[config.mk]
export PLATFORM = sky130hd
export DESIGN_NAME = ada_bus_arbiter_4
export DESIGN_NICKNAME = d
export VERILOG_FILES = /design/src/rtl/ada_bus_arbiter_4.sv
export SDC_FILE = /design/constraint.sdc
export NUM_CORES = 1
export LEC_CHECK = 0
export BUFFER_PORTS_ARGS = -buffer_cell sky130_fd_sc_hd__buf_2
export CAP_MARGIN = 20
export CELL_PAD_IN_SITES_DETAIL_PLACEMENT = 1
export CELL_PAD_IN_SITES_GLOBAL_PLACEMENT = 1
export CORE_MARGIN = 2
export CORE_UTILIZATION = 30
export CTS_CLUSTER_DIAMETER = 50
export CTS_CLUSTER_SIZE = 24
export DETAILED_ROUTE_END_ITERATION = 8
export PLACE_DENSITY = 0.64
export SKIP_LAST_GASP = 1
export SYNTH_ARGS = -nofsm -noshare
export SYNTH_HDL_FRONTEND = slang
export SYNTH_SLANG_ARGS = --single-unit
[constraint.sdc]
create_clock -name clk -period 2.6 [get_ports clk]
set_input_delay 0.52 -clock clk [delete_from_list [all_inputs] [get_ports clk]]
set_output_delay 0.52 -clock clk [all_outputs]
set_load 0.05 [all_outputs]
[src/rtl/ada_bus_arbiter_4.sv]
// ada_bus_arbiter_4
// Round-robin arbiter sharing one slave port between four masters.
// Ownership is held until the slave acknowledges. A locked owner that is
// still requesting keeps the bus across acks. A watchdog releases the bus
// when the slave stays silent for TIMEOUT cycles.
//
// Ports:
//   clk          system clock, rising edge
//   rst_n        asynchronous active-low reset
//   req[3:0]     per-master request, bit i = master i
//   lock[3:0]    per-master lock, only the owner's bit is looked at
//   slave_ack    slave completes the current transfer this cycle
//   grant[3:0]   registered one-hot grant, zero when idle
//   select[1:0]  registered owner index for the datapath mux
//   bus_valid    high while a master owns the bus
//   timeout_err  one-cycle pulse when the watchdog forces a release
module ada_bus_arbiter_4 #(
    parameter int TIMEOUT = 255,
    parameter int CNT_W   = 16
) (
    input  logic       clk,
    input  logic       rst_n,
    input  logic [3:0] req,
    input  logic [3:0] lock,
    input  logic       slave_ack,
    output logic [3:0] grant,
    output logic [1:0] select,
    output logic       bus_valid,
    output logic       timeout_err
);

    typedef enum logic [1:0] {
        IDLE = 2'b00,
        BUSY = 2'b01
    } state_t;

    localparam logic [CNT_W-1:0] CNT_LIMIT = CNT_W'(TIMEOUT - 1);

    state_t           state_reg;
    logic [1:0]       last_reg;
    logic [CNT_W-1:0] cnt_reg;

    logic [3:0] req_masked;
    logic [1:0] cand_idx [4];
    logic [3:0] cand_hit;
    logic       win_found;
    logic [1:0] win_idx;

    logic owner_req;
    logic owner_lock;
    logic hold_locked;
    logic timeout_hit;
    logic release_bus;

    // While busy the current owner is left out of the decision; it can
    // only win again through a later arbitration.
    assign req_masked = (state_reg == BUSY) ? (req & ~(4'b0001 << select)) : req;

    // Candidate gi is the (gi+1)-th index after the last winner, so the
    // scan order is last+1, last+2, last+3, last.
    genvar gi;
    generate
        for (gi = 0; gi < 4; gi++) begin : g_cand
            assign cand_idx[gi] = last_reg + 2'(gi + 1);
            assign cand_hit[gi] = req_masked[cand_idx[gi]];
        end
    endgenerate

    always_comb begin
        win_found = |cand_hit;
        win_idx   = cand_idx[3];
        for (int k = 3; k >= 0; k--) begin
            if (cand_hit[k]) begin
                win_idx = cand_idx[k];
            end
        end
    end

    assign owner_req   = req[select];
    assign owner_lock  = lock[select];
    assign hold_locked = slave_ack && owner_lock && owner_req;
    // Ack beats the watchdog in the same cycle.
    assign timeout_hit = (state_reg == BUSY) && !slave_ack && (cnt_reg == CNT_LIMIT);
    // Unlocked ack, owner abort and watchdog expiry all take the release path.
    assign release_bus = (slave_ack && !hold_locked) || !owner_req || timeout_hit;

    always_ff @(posedge clk or negedge rst_n) begin
        if (!rst_n) begin
            state_reg   <= IDLE;
            last_reg    <= 2'b11;
            cnt_reg     <= '0;
            grant       <= 4'b0000;
            select      <= 2'b00;
            bus_valid   <= 1'b0;
            timeout_err <= 1'b0;
        end else begin
            case (state_reg)
                IDLE: begin
                    timeout_err <= 1'b0;
                    cnt_reg     <= '0;
                    if (win_found) begin
                        state_reg <= BUSY;
                        grant     <= 4'b0001 << win_idx;
                        select    <= win_idx;
                        bus_valid <= 1'b1;
                        last_reg  <= win_idx;
                    end
                end
                BUSY: begin
                    // An abort coinciding with expiry is an ordinary release.
                    timeout_err <= timeout_hit && owner_req;
                    if (release_bus) begin
                        cnt_reg <= '0;
                        if (win_found) begin
                            grant    <= 4'b0001 << win_idx;
                            select   <= win_idx;
                            last_reg <= win_idx;
                        end else begin
                            state_reg <= IDLE;
                            grant     <= 4'b0000;
                            select    <= 2'b00;
                            bus_valid <= 1'b0;
                        end
                    end else if (slave_ack) begin
                        cnt_reg <= '0;
                    end else begin
                        cnt_reg <= cnt_reg + 1'b1;
                    end
                end
                default: begin
                    state_reg   <= IDLE;
                    cnt_reg     <= '0;
                    grant       <= 4'b0000;
                    select      <= 2'b00;
                    bus_valid   <= 1'b0;
                    timeout_err <= 1'b0;
                end
            endcase
        end
    end

endmodule

## Word-level counts from Yosys, hierarchy flattened

Cells that the tools add are included.
W data, S select, Z words.

- RAM bits: 0
- Input bits: 11
- Output and inout port bits: 8
- Register bits after elaboration: 28
- Word-level logic and storage cells: 81
- Bits in read-only memories: 0
- Bits in latches: 0
- Memories kept: 0

- Multiplexer cells: 39
- Bitwise operators: 2
- Shifts and indexed selects: 2
- Eq/ne operators: 5
- $mul: 0
- Order comparisons: 5
- Reductions and logical operators: 17
- Divide/modulo/power cells: 0
- Add/sub/neg operators: 4

Operator list:

| cell | number |
|---|---|
| $mux W16 | 3 |
| $mux W2 | 11 |
| $add A16 B1 Y16 const B | 1 |
| $eq A16 B8 Y1 const B | 1 |
| $mux W4 | 4 |
| $lt A2 B3 Y1 const B | 5 |
| $bmux W1 S2 | 6 |
| $pmux W2 S2 | 3 |
| $mux W1 | 10 |
| $pmux W4 S2 | 1 |
| $shl A1 B2 Y4 const A | 2 |
| $logic_and A1 B1 Y1 | 6 |
| $ne A2 B2 Y1 const B | 3 |
| $add A2 B2 Y2 const B | 2 |
| $and A4 B4 Y4 | 1 |
| $not A4 Y4 | 1 |
| $reduce_and A2 Y1 | 2 |
| $reduce_or A4 Y1 | 1 |
| $logic_not A1 Y1 | 3 |
| $reduce_and A3 Y1 | 1 |
| $add A2 B1 Y2 const B | 1 |
| $eq A2 B1 Y1 const B | 1 |
| $logic_not A2 Y1 | 1 |
| $logic_or A1 B1 Y1 | 2 |
| 2 further kinds | 2 |

## Longest topological paths before layout

- Depth after elaboration: 13
- Gate-level depth with buffers: 8
- Mapped depth without buffers: 7

## Least setup slack after synthesis

No wires, ideal clock.

- Kind: flip-flop to flip-flop
- Start: register select[0]
- End: register last_reg[1]
- Library setup time: 82 ps
- Buffers on the path: 1
- Data required time: 2,518 ps
- Setup slack: 491 ps
- Arrival: 2,026 ps
- Period minus slack after synthesis: 2,109 ps
- Stages on the path, launching flop included: 7
- Cells stage by stage: dfrtp_1 -> mux4_2 -> o21a_1 -> o211ai_2 -> and2_4 -> buf_6 -> mux2_4

- Word-level cells in the longest chain between the ends: 12
- Elaborated cells on any way between the ends: 32
- Classes of those cells: 1 x eq/ne; 1 x shift; 19 x mux; 2 x bitwise; 9 x reduce/logical

RTL lines:

| element | RTL line | source |
|---|---|---|
| from (decl) | 27 | `output logic [1:0] select,` |
| from (signal assigned) | 104 | `select <= win_idx;` |
| from (signal assigned) | 116 | `select <= win_idx;` |
| $shl A1 B2 Y4 | 57 | `assign req_masked = (state_reg == BUSY) ? (req & ~(4'b0001 << select)) : req;` |
| $not A4 Y4 | 57 |  |
| $and A4 B4 Y4 | 57 |  |
| $mux W4 | 57 |  |
| $bmux W1 S2 | 65 | `assign cand_hit[gi] = req_masked[cand_idx[gi]];` |
| $mux W1 (not written as such) | 65 |  |
| $mux W2 (3 in a row) | 73 | `if (cand_hit[k]) begin` |
| $mux W2 | 101, 114 |  |
| $mux W2 | 112 | `if (release_bus) begin` |
| $pmux W2 S2 | 97 | `case (state_reg)` |
| to (signal assigned) | 106 | `last_reg <= win_idx;` |
| to (signal assigned) | 117 | `last_reg <= win_idx;` |
| to (decl) | 40 | `logic [1:0] last_reg;` |

Parallel ways exist; a longest one is shown, timed or not. The select of a mux whose other input is x is not followed.
A chain may end at the register's enable or synchronous reset.

## Worst setup path after layout

- Start: register select[1]
- End: register last_reg[1]

Same word-level chain as after synthesis.

==> metrics.md <==
| Metric | Value |
|---|---|
| Outcome | completed |
| PwrDens | 996 nW/um2 |
| Via density | about 5 |
| Cell variety after synth | just over 40 |
| Initial core utilization | between 30% and 40% |
| Reg2reg end | last_reg[1] |
| Final setup vio count | 0 |
| Count of flip-flops with a built-in enable after synthesis | 0 |
| Setup TNS Final | 0 ns |
| Share of the synthesized area in the top cell type | between 40 and 50% |
| Core ar. | 4720 um2 |
| R2r setup slk | slightly below 0.6 ns |
| Area delta synth->final | 14.4% |
| Layout cells sized above 1 | a little under 20% |
| Initial antenna violation count | 0 |
| Via count | 1141 |
| Max Buffers Root-to-Sink | 2 |
| Boundary Pins | 19 |
| Largest net degree at the start of global routing | 27 |
| Antenna fix cells | 0 |
| Clk sink count | 26 |
| DRC Markers | 0 |
| Number of hold violations in the final report | 0 |
| Final Total Pwr | around 1700 uW |
| Drt total wl | 3.28 mm |
| First-pass detailed-route iteration total | 4 |
| Slew Viols, Final | 0 |
| Worst Path Required | 2.81 ns |
| Final period util | between 70% and 80% |
| Most frequent cells in the layout | dfrtp_1, nor2_1, buf_2 |
| VDD IR max | approximately 0.46 mV |
| Slew HR | 53.6% |
| Average wire per standard cell | 14.2 um |
| Die area | around 5400 um2 |
| Syn Nets | 160 |
| RSZ-0062 raised after global routing | false |
| Lkg Pwr | about 0.00073 uW |
| Startpoint types | register |
| Avg Cell Area, Syn | slightly below 10 um2 |
| Crit. Startpoint | select[1] |
| Layout Skew | between 0.005 and 0.006 ns |
| Starting DRC count in detailed routing | 30 |
| Worst-Margin Slew | around 0.69 ns |
| Max-cap violations | 0 |
| Min-delay worst type | primary input to async pin |
| Async set or reset register ratio after synthesis | 100% |
| Yosys reg bits | 26 |
| Syn Inst Count | roughly 150 |
| Root buf cell | clkbuf_8 |
| Main synth FF type | dfrtp_1 |
| Total grt overflow | 0 |
| Vias in the first global route | approximately 1200 |
| Setup CP Type | register to register |
| FMAX | roughly 500 MHz |
| Most common cell after layout, fill and taps aside | dfrtp_1 |
| GR Util All Layers | roughly an eighth |
| R2R depth | 4 |
| Die height | around 74 um |
| Worst Path Max Fanout | 12 |
| Post-CTS Setup Inserts | 0 |
| First-pass GRT wire length | 5.55 mm |
| Post-synth design cell area | between 1000 and 1500 um2 |
| Post-cts sizing count | 0 |
| Number of flip-flops under the largest register name | 16 |
| CTS Hold Bufs | 0 |
| Sequential fraction of the synthesis area | around 45% |
| Htree depth | 1 |
| Final GP Congestion | about 0.83 |
| Die X | approximately 74 um |
| Port Buffer Count | 18 |
| Row cnt | 25 |
| R2R Path Start | select[1] |
| Worst Setup End Kind | register |
| Synth warn | 0 |
| Clock latency on the worst-skew pair | roughly 0.27 ns |
| WP data arrival | between 2 and 2.5 ns |
| CTS tree | yes |
| Hpwl dp | around 2.5 mm |
| Nets | between 150 and 200 |
| Top cells by area, synth | dfrtp_1, xor2_1, nor2_1 |
| Total CTS buffers | 3 |
| Crit path time final | a little over 2 ns |
| Clk pin slew, worst setup/hold paths | ~0.090 ns |
| Area leader, netlist | dfrtp_1 |
| Antenna Nets Post-Route | 0 |
==> final cells by class <==
cell class	count	area (um2)
Inverter	7	26.3
Multi-Input combinational cell	109	739
Tap cell	67	83.8
Clock buffer	3	41.3
Fill cell	555	3050
Timing Repair Buffer	19	97.6
Clock inverter	1	30.0
Sequential cell	26	653
==> report_power, final <==
group          internal, uW  switching [uW]
combinational           296             431
clock                   206             131
sequential              487             114
==> through the flow <==
step	cell area [um2]	hold slack [ns]	setup slack [ns]	std cells	util, %
2_1_floorplan	1460	0.224	0.491	147	-
3_3_place_gp	1600	0.480	0.624	228	33.9
3_5_place_dp	1600	0.486	0.592	228	33.9
4_1_cts	1670	0.244	0.576	232	35.4
5_1_grt	1670	0.269	0.461	232	35.4
6_report	1670	0.237	0.590	232	35.4
==> critical path, stage by stage (launching register included) <==
cell      delay [ns]
dfrtp_1         0.59
mux4_1          0.69
o211ai_2        0.13
and2_4          0.23
mux2_4          0.30
==> cell usage after synthesis, drive strengths merged (4+ instances only) <==
master  number
xnor2        5
a32o         4
nand3       14
inv          7
nor2        20
and3         5
o21ai        4
xor2         9
a21oi        5
nand2        9
buf          5
nand2b       4
dfrtp       24
==> worst max-delay path by stage <==
stage / cells after the start / slack, ns / end
global route: 5 / 0.46 / select[0]
floorplan: 6 / 0.49 / last_reg[1]
CTS: 5 / 0.58 / last_reg[1]
finish: 4 / 0.59 / last_reg[1]
global placement: 4 / 0.62 / last_reg[1]
detailed placement: 5 / 0.59 / last_reg[1]
==> per-layer routing <==
metal / track usage, % / vias up / part of all wire [%]
met5: 0 / - / 0
met4: 6.46 / 0 / 1.5
met3: 1.65 / 4 / 2.6
met2: 22.2 / 18 / 49
met1: 16.9 / 560 / 47
li1: - / 559 / -
==> logic make-up (layout without fill, tap and decap cells) <==
group	Yosys count	in the layout	synth area share, %
flops	26	26	44.7
mux	3	3	4.37
xor+xnor	14	14	8.39
buf+inv	12	30	4.71
compound gates	24	24	12.9
fa+ha+maj	2	2	1.71
simple gates	66	66	23.2
Note: power is estimated with default switching activity, not from simulation.
